### config.mk
export PLATFORM = sky130hd
export DESIGN_NAME = uart_tx_frame_flat
export DESIGN_NICKNAME = d
export VERILOG_FILES = /design/src/rtl/uart_pkg.sv /design/src/rtl/uart_tx_frame_if.sv /design/src/rtl/uart_baud_tick.sv /design/src/rtl/uart_tx_frame.sv /design/src/flat_wrapper.sv
export SDC_FILE = /design/constraint.sdc
export NUM_CORES = 1
export LEC_CHECK = 0
export ABC_AREA = 1
export ABC_CLOCK_PERIOD_IN_PS = 1500
export CORE_ASPECT_RATIO = 0.6
export CORE_MARGIN = 10
export CORE_UTILIZATION = 55
export DETAILED_ROUTE_END_ITERATION = 8
export PLACE_DENSITY = 0.78
export SLEW_MARGIN = 20
export SYNTH_ARGS = -nofsm -noshare
export SYNTH_HDL_FRONTEND = slang
export SYNTH_SLANG_ARGS = --single-unit
### constraint.sdc
create_clock -name clk -period 1.5 [get_ports clk]
set_input_delay 0.225 -clock clk [delete_from_list [all_inputs] [get_ports clk]]
set_output_delay 0.225 -clock clk [all_outputs]
set_load 0.005 [all_outputs]
### src/rtl/uart_pkg.sv
// Definitions shared by the UART transmitter and any later receiver.
// The PARITY state exists only when UART_TX_PARITY_EN is defined.
package uart_pkg;

  localparam int UART_PAR_NONE = 0;
  localparam int UART_PAR_ODD  = 1;
  localparam int UART_PAR_EVEN = 2;

`ifdef UART_TX_PARITY_EN
  typedef enum logic [2:0] {
    IDLE   = 3'd0,
    START  = 3'd1,
    DATA   = 3'd2,
    PARITY = 3'd3,
    STOP   = 3'd4
  } uart_tx_state_t;
`else
  typedef enum logic [2:0] {
    IDLE  = 3'd0,
    START = 3'd1,
    DATA  = 3'd2,
    STOP  = 3'd4
  } uart_tx_state_t;
`endif

endpackage

### src/rtl/uart_tx_frame_if.sv
// Word handshake between a data source and the UART transmitter.
interface uart_tx_frame_if #(
  parameter int DATA_BITS = 8
);
  logic [DATA_BITS-1:0] data;
  logic                 valid;
  logic                 ready;

  modport master (output data, output valid, input ready);
  modport slave  (input data, input valid, output ready);
endinterface

### src/rtl/uart_baud_tick.sv
// Bit-period counter: counts 0..CLKS_PER_BIT-1, tick on the last count of each bit.
module uart_baud_tick #(
  parameter int CLKS_PER_BIT = 868
) (
  input  logic clk,
  input  logic rst_n,
  input  logic clear,
  output logic tick
);
  localparam int CW = $clog2(CLKS_PER_BIT);
  localparam logic [CW-1:0] LAST = CW'(CLKS_PER_BIT - 1);

  logic [CW-1:0] cnt_q, cnt_d;

  assign tick = (cnt_q == LAST);

  always_comb begin
    cnt_d = cnt_q + 1'b1;
    if (clear || tick) cnt_d = '0;
  end

  always_ff @(posedge clk or negedge rst_n) begin
    if (!rst_n) cnt_q <= '0;
    else        cnt_q <= cnt_d;
  end
endmodule

### src/rtl/uart_tx_frame.sv
// UART transmitter: one word per valid/ready accept, LSB first, registered line output.
// Optional parity bit compiled in with UART_TX_PARITY_EN.
//   state  | meaning
//   IDLE   | line high, ready for a word
//   START  | start bit (low)
//   DATA   | payload bits, LSB first
//   PARITY | parity bit (only with UART_TX_PARITY_EN)
//   STOP   | STOP_BITS high bit periods
module uart_tx_frame
  import uart_pkg::*;
#(
  parameter int CLKS_PER_BIT = 868,
  parameter int DATA_BITS    = 8,
  parameter int STOP_BITS    = 1,
  parameter int PARITY_MODE  = 0
) (
  input  logic            clk,
  input  logic            rst_n,
  uart_tx_frame_if.slave  s,
  output logic            busy,
  output logic            RsTx
);
  localparam int IDX_W = $clog2(DATA_BITS);
  localparam logic [IDX_W-1:0] LAST_IDX  = IDX_W'(DATA_BITS - 1);
  localparam logic             LAST_STOP = 1'(STOP_BITS - 1);

  if (CLKS_PER_BIT < 2 || DATA_BITS < 5 || DATA_BITS > 9 || STOP_BITS < 1 ||
      STOP_BITS > 2 || PARITY_MODE < 0 || PARITY_MODE > 2) begin : g_bad_param
    $error("uart_tx_frame: illegal parameter combination");
  end

  uart_tx_state_t       state_q, state_d;
  logic [DATA_BITS-1:0] shift_q, shift_d;
  logic [IDX_W-1:0]     bit_idx_q, bit_idx_d;
  logic                 stop_idx_q, stop_idx_d;
  logic                 rstx_q, rstx_d;
  logic                 ready_q, ready_d;
  logic                 busy_q, busy_d;
  logic                 tick;

`ifdef UART_TX_PARITY_EN
  localparam bit PAR_EN = (PARITY_MODE != UART_PAR_NONE);
  logic par_q, par_d;
`endif

  uart_baud_tick #(.CLKS_PER_BIT(CLKS_PER_BIT)) u_baud (
    .clk   (clk),
    .rst_n (rst_n),
    .clear (state_q == IDLE),
    .tick  (tick)
  );

  always_comb begin
    state_d    = state_q;
    shift_d    = shift_q;
    bit_idx_d  = bit_idx_q;
    stop_idx_d = stop_idx_q;
`ifdef UART_TX_PARITY_EN
    par_d      = par_q;
`endif
    case (state_q)
      IDLE: begin
        if (s.valid) begin
          shift_d    = s.data;
          bit_idx_d  = '0;
          stop_idx_d = 1'b0;
`ifdef UART_TX_PARITY_EN
          par_d      = (PARITY_MODE == UART_PAR_ODD) ? ~(^s.data) : ^s.data;
`endif
          state_d    = START;
        end
      end
      START: if (tick) state_d = DATA;
      DATA: begin
        if (tick) begin
          shift_d = shift_q >> 1;
          if (bit_idx_q == LAST_IDX) begin
            bit_idx_d = '0;
`ifdef UART_TX_PARITY_EN
            state_d   = PAR_EN ? PARITY : STOP;
`else
            state_d   = STOP;
`endif
          end else begin
            bit_idx_d = bit_idx_q + 1'b1;
          end
        end
      end
`ifdef UART_TX_PARITY_EN
      PARITY: if (tick) state_d = STOP;
`endif
      STOP: begin
        if (tick) begin
          if (stop_idx_q == LAST_STOP) begin
            stop_idx_d = 1'b0;
            state_d    = IDLE;
          end else begin
            stop_idx_d = stop_idx_q + 1'b1;
          end
        end
      end
      default: state_d = IDLE;
    endcase

    // Line level is registered, so derive it from where the FSM is going.
    case (state_d)
      START:   rstx_d = 1'b0;
      DATA:    rstx_d = shift_d[0];
`ifdef UART_TX_PARITY_EN
      PARITY:  rstx_d = par_d;
`endif
      default: rstx_d = 1'b1;
    endcase
    ready_d = (state_d == IDLE);
    busy_d  = (state_d != IDLE);
  end

  always_ff @(posedge clk or negedge rst_n) begin
    if (!rst_n) begin
      state_q    <= IDLE;
      shift_q    <= '0;
      bit_idx_q  <= '0;
      stop_idx_q <= 1'b0;
      rstx_q     <= 1'b1;
      ready_q    <= 1'b1;
      busy_q     <= 1'b0;
`ifdef UART_TX_PARITY_EN
      par_q      <= 1'b0;
`endif
    end else begin
      state_q    <= state_d;
      shift_q    <= shift_d;
      bit_idx_q  <= bit_idx_d;
      stop_idx_q <= stop_idx_d;
      rstx_q     <= rstx_d;
      ready_q    <= ready_d;
      busy_q     <= busy_d;
`ifdef UART_TX_PARITY_EN
      par_q      <= par_d;
`endif
    end
  end

  assign s.ready = ready_q;
  assign busy    = busy_q;
  assign RsTx    = rstx_q;
endmodule
### src/flat_wrapper.sv
// flat-port wrapper written by rule: the top's interface ports become plain ports
module uart_tx_frame_flat import uart_pkg::*;
#(
  parameter int CLKS_PER_BIT = 868,
  parameter int DATA_BITS    = 8,
  parameter int STOP_BITS    = 1,
  parameter int PARITY_MODE  = 0
)
  (clk, rst_n, busy, RsTx, s_data, s_valid, s_ready);
  uart_tx_frame_if #(.DATA_BITS(DATA_BITS)) s_i ();
  input  logic clk;
  input  logic rst_n;
  output logic busy;
  output logic RsTx;
  input wire logic [$bits(s_i.data)-1:0] s_data;
  input wire logic [$bits(s_i.valid)-1:0] s_valid;
  output wire logic [$bits(s_i.ready)-1:0] s_ready;
  assign s_i.data = s_data;
  assign s_i.valid = s_valid;
  assign s_ready = s_i.ready;
  uart_tx_frame #(.CLKS_PER_BIT(CLKS_PER_BIT), .DATA_BITS(DATA_BITS), .STOP_BITS(STOP_BITS), .PARITY_MODE(PARITY_MODE)) u_core (.clk(clk), .rst_n(rst_n), .s(s_i), .busy(busy), .RsTx(RsTx));
endmodule
Word level (Yosys, flattened, before mapping)
Index checks and enable logic that the tools add are counted.

storage, ports and cells
  flip-flop bits (word level) = 28
  bits of input ports = 11
  output and inout bits = 3

cells by class
  add/subtract/negate cells = 3
  equal/unequal tests = 10
  mux-type cells = 20
  reductions and logical operators = 8

operators by type and width
  cell                                                 count
  two-way mux 3 bit                                    9
  two-way mux 8 bit                                    2
  one-hot mux 8 bit (2 select lines)                   1
  one-hot mux 3 bit (4 select lines)                   1
  adder 10 x 1 -> 10 bit, second input constant        1
  equality test 10 bit, second input constant          1
  two-way mux 10 bit                                   1
  equality test 3 x 1 -> 1 bit, second input constant  2
  equality test 3 x 2 -> 1 bit, second input constant  2
  equality test 3 bit, second input constant           2
  zero test 3 bit                                      2
  inequality test 2 bit, second input constant         3
  one-hot mux 3 bit (2 select lines)                   1
  AND reduction 3 bit                                  2
  one-hot mux 1 bit (2 select lines)                   2
  nonzero test 2 bit                                   2
  adder 3 x 1 -> 3 bit, second input constant          1
  two-way mux 1 bit                                    3
  nonzero test 3 bit                                   1
  adder 1 bit, second input constant                   1
  logical OR 1 bit                                     1

Depth between registers and ports, before layout
  depth after elaboration = 6
  depth in mapped cells = 9
  depth with buffers taken out = 9

Hierarchy
Synthesis repeated with hierarchy kept, for this count alone.

second synthesis, totals
  cells, all modules = 182
  area total of the unflattened synthesis = 1436.4 um^2

by module, submodules not included
  module          times used  cells an instance  area an instance (um^2)  seq. area each (um^2)
  uart_tx_frame   1           109                870.8                    427.9
  uart_baud_tick  1           73                 565.5                    250.2

Least setup slack after synthesis
OpenSTA, ideal clock, no wires.

  kind = flip-flop to flip-flop
  from = register u_core.u_baud.cnt_q[0]
  to = register u_core.busy_q, in the netlist u_core.busy
  setup time = 0.117 ns
  arrival = 1.236 ns
  slack = 0.147 ns
  stages on the path, launching flop included = 9
  path buffers = 0
  path through = dfrtp_1 > ha_1 > nand2_1 > nor2_4 > nand2_4 > o21ai_4 > nand2_4 > nor2_2 > nand2_1

between the ends
  word-level cells in the longest chain between the ends = 4
  elaborated cells between the ends (all ways) = 6

ends and longest elaborated chain
  item                                         RTL line                                                       source
  start, declared                              uart_baud_tick.sv:13                                           logic [CW-1:0] cnt_q, cnt_d;
  start signal, assigned                       uart_baud_tick.sv:24                                           else cnt_q <= cnt_d;
  equality test 10 bit *                       uart_baud_tick.sv:15                                           assign tick = (cnt_q == LAST);
  two-way mux 3 bit, on equally long branches  uart_tx_frame.sv:93, uart_tx_frame.sv:73, uart_tx_frame.sv:75
  one-hot mux 3 bit (4 select lines) *         uart_tx_frame.sv:61                                            case (state_q)
  named net u_core.state_d[1]                  uart_tx_frame.sv:32                                            uart_tx_state_t state_q, state_d;
  nonzero test 3 bit *                         uart_tx_frame.sv:115                                           busy_d = (state_d != IDLE);
  named net u_core.busy_d                      uart_tx_frame.sv:38                                            logic busy_q, busy_d;
  end signal, assigned                         uart_tx_frame.sv:137                                           busy_q <= busy_d;
  end, declared                                uart_tx_frame.sv:38

Mark *: on every way through the listed nets, which the timed path passes. The rest lies on a longest branch.
A chain may end at the register's enable or synchronous reset.

Worst setup path in the final report
  from = register u_core.u_baud.cnt_q[0]
  to = register u_core.state_q[1]

between the ends
  word-level cells in the longest chain between the ends = 3
  elaborated cells between the ends (all ways) = 5

ends and longest elaborated chain
  item                                         RTL line                                                       source
  equality test 10 bit *                       uart_baud_tick.sv:15
  two-way mux 3 bit, on equally long branches  uart_tx_frame.sv:93, uart_tx_frame.sv:73, uart_tx_frame.sv:75
  one-hot mux 3 bit (4 select lines) *         uart_tx_frame.sv:61
  named net u_core.state_d[1]                  uart_tx_frame.sv:32
  end signal, assigned                         uart_tx_frame.sv:131                                           state_q <= state_d;
  end, declared                                uart_tx_frame.sv:32

Marks and branches as above.

==> summary.txt <==
outcome: finished, violations left
failing checks: negative setup slack
# H-tree levels: 1
largest net degree at the start of global routing: 28
top cell type's share of synthesized area: 46.95%
first-pass GRT wire length: 4657 um
final setup margin: -0.04631 ns
Post-Syn Nets: 158
first drt pass iteration count: 4
final cycle utilization of the critical path: 103.1%
Avg Cell Area, Syn: 9.254 um^2
CTS tree: built
TritonCTS Buffers: 3
CP max FO: 4
commonest non-fill, non-tap cell in the layout: nand2_1
# port buffers: 13
worst slack at placement: -0.007271 ns
fin crit period: 1.546 ns
worst IR drop on VDD: 0.5896 mV
Synth cell types: 25
post-placement cell count: 190
Critical Path Source Type: flop
Static Leakage: 0.7277 nW
layout cells sized above 1: 26.19%
Layout fillers: 146
aggregate global routing overflow: 0
Yosys warning count: 0
Die Span Y: 58.13 um
CP Class: flop to flop
Max Root-Sink Buffers: 2
RSZ-0062 raised after global routing: yes
antenna violations before repair: 0
clk_lat worst skew: 0.27 ns
CP required: 1.67 ns
clk root buf: clkbuf_8
Pwr per Cell Area: 718.6 nW/um^2
mux cell area share after synthesis: 0%
Post-Synth XOR/XNOR Area: 1.315%
relative slew slack: 72.23%
DIE WIDTH: 83.55 um
slowest CP cell: dfrtp_1
post-route DRC violation count: 0
critical path arrival: 1.72 ns
final setup fails: 2
synthesized instance count: 144
core area: 2228 um^2
Largest stage delay, worst path: 0.44 ns
Hold Crit Class: input pin to asynchronous set/reset pin
clk_skew: 0.003433 ns
main combinational cell family by area after synthesis: simple AND/OR/NAND/NOR gates
area added between synthesis and finish: 22.82%
vias in the first global route: 961
gr usage total: 11.75%
io pins: 14
Reg clk slew, reported paths: 0.09 ns
most frequent cells in the layout: nand2_1 (36), dfrtp_1 (24), inv_1 (13)
Least-Margin Pin Slew: 0.4164 ns
area of the multi-input gates: 630.6 um^2
row count: 13
Via Count: 1026
Seq/Total Area, Yosys: 50.89%
placer congestion estimate: 0.8138
antenna cells: 0
Max-Cap Viols: 0
cts hold-fix bufs: 0
top cell type by total area after synthesis: dfrtp_1
Most Frequent Cell on Critical Path: nand2_4
dpl hpwl: 2028 um
WL per Instance: 14.64 um
Synth Area in Simple Gates: 33.90%
Hold Fails Final Rpt: 0
fin cells: 198
Synth area leaders: dfrtp_1 (47%), nand2_1 (10%), nand3_1 (4.5%)
# nets final: 183
max frequency: 646.7 MHz
Adder-Cell Fraction of Synth Area: 2.817%
DR iter-0 viols: 78
worst path cell trace: ha_4 > nand2_4 > nor2_4 > nand2_4 > o21ai_4 > nand2_4 > buf_4
Post-Syn Area: 1333 um^2
DIE AREA: 4856 um^2
Clock Sink Count: 27
Initial Utilization: 59.80%
synthesis-stage register bit count: 27
antenna-violating nets left: 0
register area: 679.4 um^2
Routed WL: 2899 um
CP endpoint kind: flop
Via-to-Cell Ratio: 5.182
Slew Viols, Final: 0
Synth Area in Compound Gates: 6.291%
-- stage by stage --
step | total power [mW] | cell area (um^2) | util [%] | hold slack [ns] | setup TNS (ns)
CTS | 1.192 | 1565 | 70.24 | 0.3218 | 0
detailed placement | 0.7847 | 1523 | 68.33 | 0.4652 | -0.007271
floorplan | 0.7419 | 1333 | - | -0.07059 | 0
global placement | 0.7838 | 1523 | 68.33 | 0.4664 | 0
finish | 1.176 | 1637 | 73.44 | 0.3111 | -0.07983
global route | 1.223 | 1637 | 73.44 | 0.3363 | -0.4631
-- where the power goes --
| group | switching (mW) | leakage (nW) | internal [mW] |
|---|---|---|---|
| clock | 0.216 | 0.0228 | 0.190 |
| sequential | 0 | 0.307 | 0.727 |
| combinational | 0.0177 | 0.398 | 0.0243 |
-- flip-flops by register name, summed over array words and instances, names as in the netlist --
register	count
u_core.busy	1
u_core.state_q	3
u_core.shift_q	8
u_core.bit_idx_q	3
u_core.u_baud.cnt_q	10
u_core.RsTx	1
u_core.s.ready	1
-- what timing repair did --
item	4_1_cts	5_1_grt
setup buffers	0	4
gates resized for setup	2	9
endpoints found under the setup margin	3	13
pin swaps	1	6
endpoints found under the hold margin	0	0
-- cells in the mapped netlist --
master and instances:
o21ai_4 1, nand3_2 3, nand2_1 37, inv_2 4
a21oi_1 5, nand3_1 12, nand2_4 2, nor2_4 2
nor3_4 1, nand3b_4 1, nand2_2 5, nor3b_1 1
nor3_2 1, ha_1 3, nor2_1 8, xor2_1 2
nor2_2 3, inv_1 13, o21bai_1 1, nand4_1 2
o21ai_2 4, dfstp_2 2, nor3_1 5, or2_2 1
dfrtp_1 25
-- critical path: cells and delay by family, from the launching register on --
family                     cells  cell delay (ns)
adders and majority gates      1             0.18
AOI/OAI and AO/OA              1             0.25
and+or+nand+nor                4             0.43
DFF                            1             0.44
buffers and inverters          1             0.14
-- area by class of cell --
| type | instances | area share (%) |
|---|---|---|
| Multi-Input combinational cell | 100 | 38.53 |
| Tap cell | 30 | 2.294 |
| Clock buffer | 4 | 2.752 |
| Timing Repair Buffer | 20 | 11.01 |
| Sequential cell | 27 | 41.51 |
| Inverter | 17 | 3.899 |
-- metal layers --
metal	GRT usage, %	up-vias	wire length [um]
li1	-	509	-
met1	14.69	486	1309
met2	19.30	29	1388
met3	4.324	2	183
met4	2.138	0	17
met5	0	-	0
-- path summary, 6_finish.rpt --
check,slack [ns],depth (start not counted),startpoint,to
worst max-delay path,-0.05,7,u_core.u_baud.cnt_q[0],u_core.state_q[1]
worst min-delay path,0.31,2,rst_n,u_core.u_baud.cnt_q[1]
worst max register to register,-0.05,7,u_core.u_baud.cnt_q[0],u_core.state_q[1]
worst min register to register,0.48,2,u_core.shift_q[7],u_core.shift_q[7]
max in group asynchronous,0.89,2,rst_n,u_core.RsTx
min in group clk,0.48,2,u_core.shift_q[7],u_core.shift_q[7]
-- cells by family (layout without fill, tap and decap cells) --
kind of cell               count (synthesis)  after routing
AOI/OAI and AO/OA                         11             11
buffers and inverters                     17             41
and+or+nand+nor                           84             84
xor gates and xnor gates                   2              2
adders and majority gates                  3              3
DFF                                       27             27
Power figures use the tool's default switching activity.
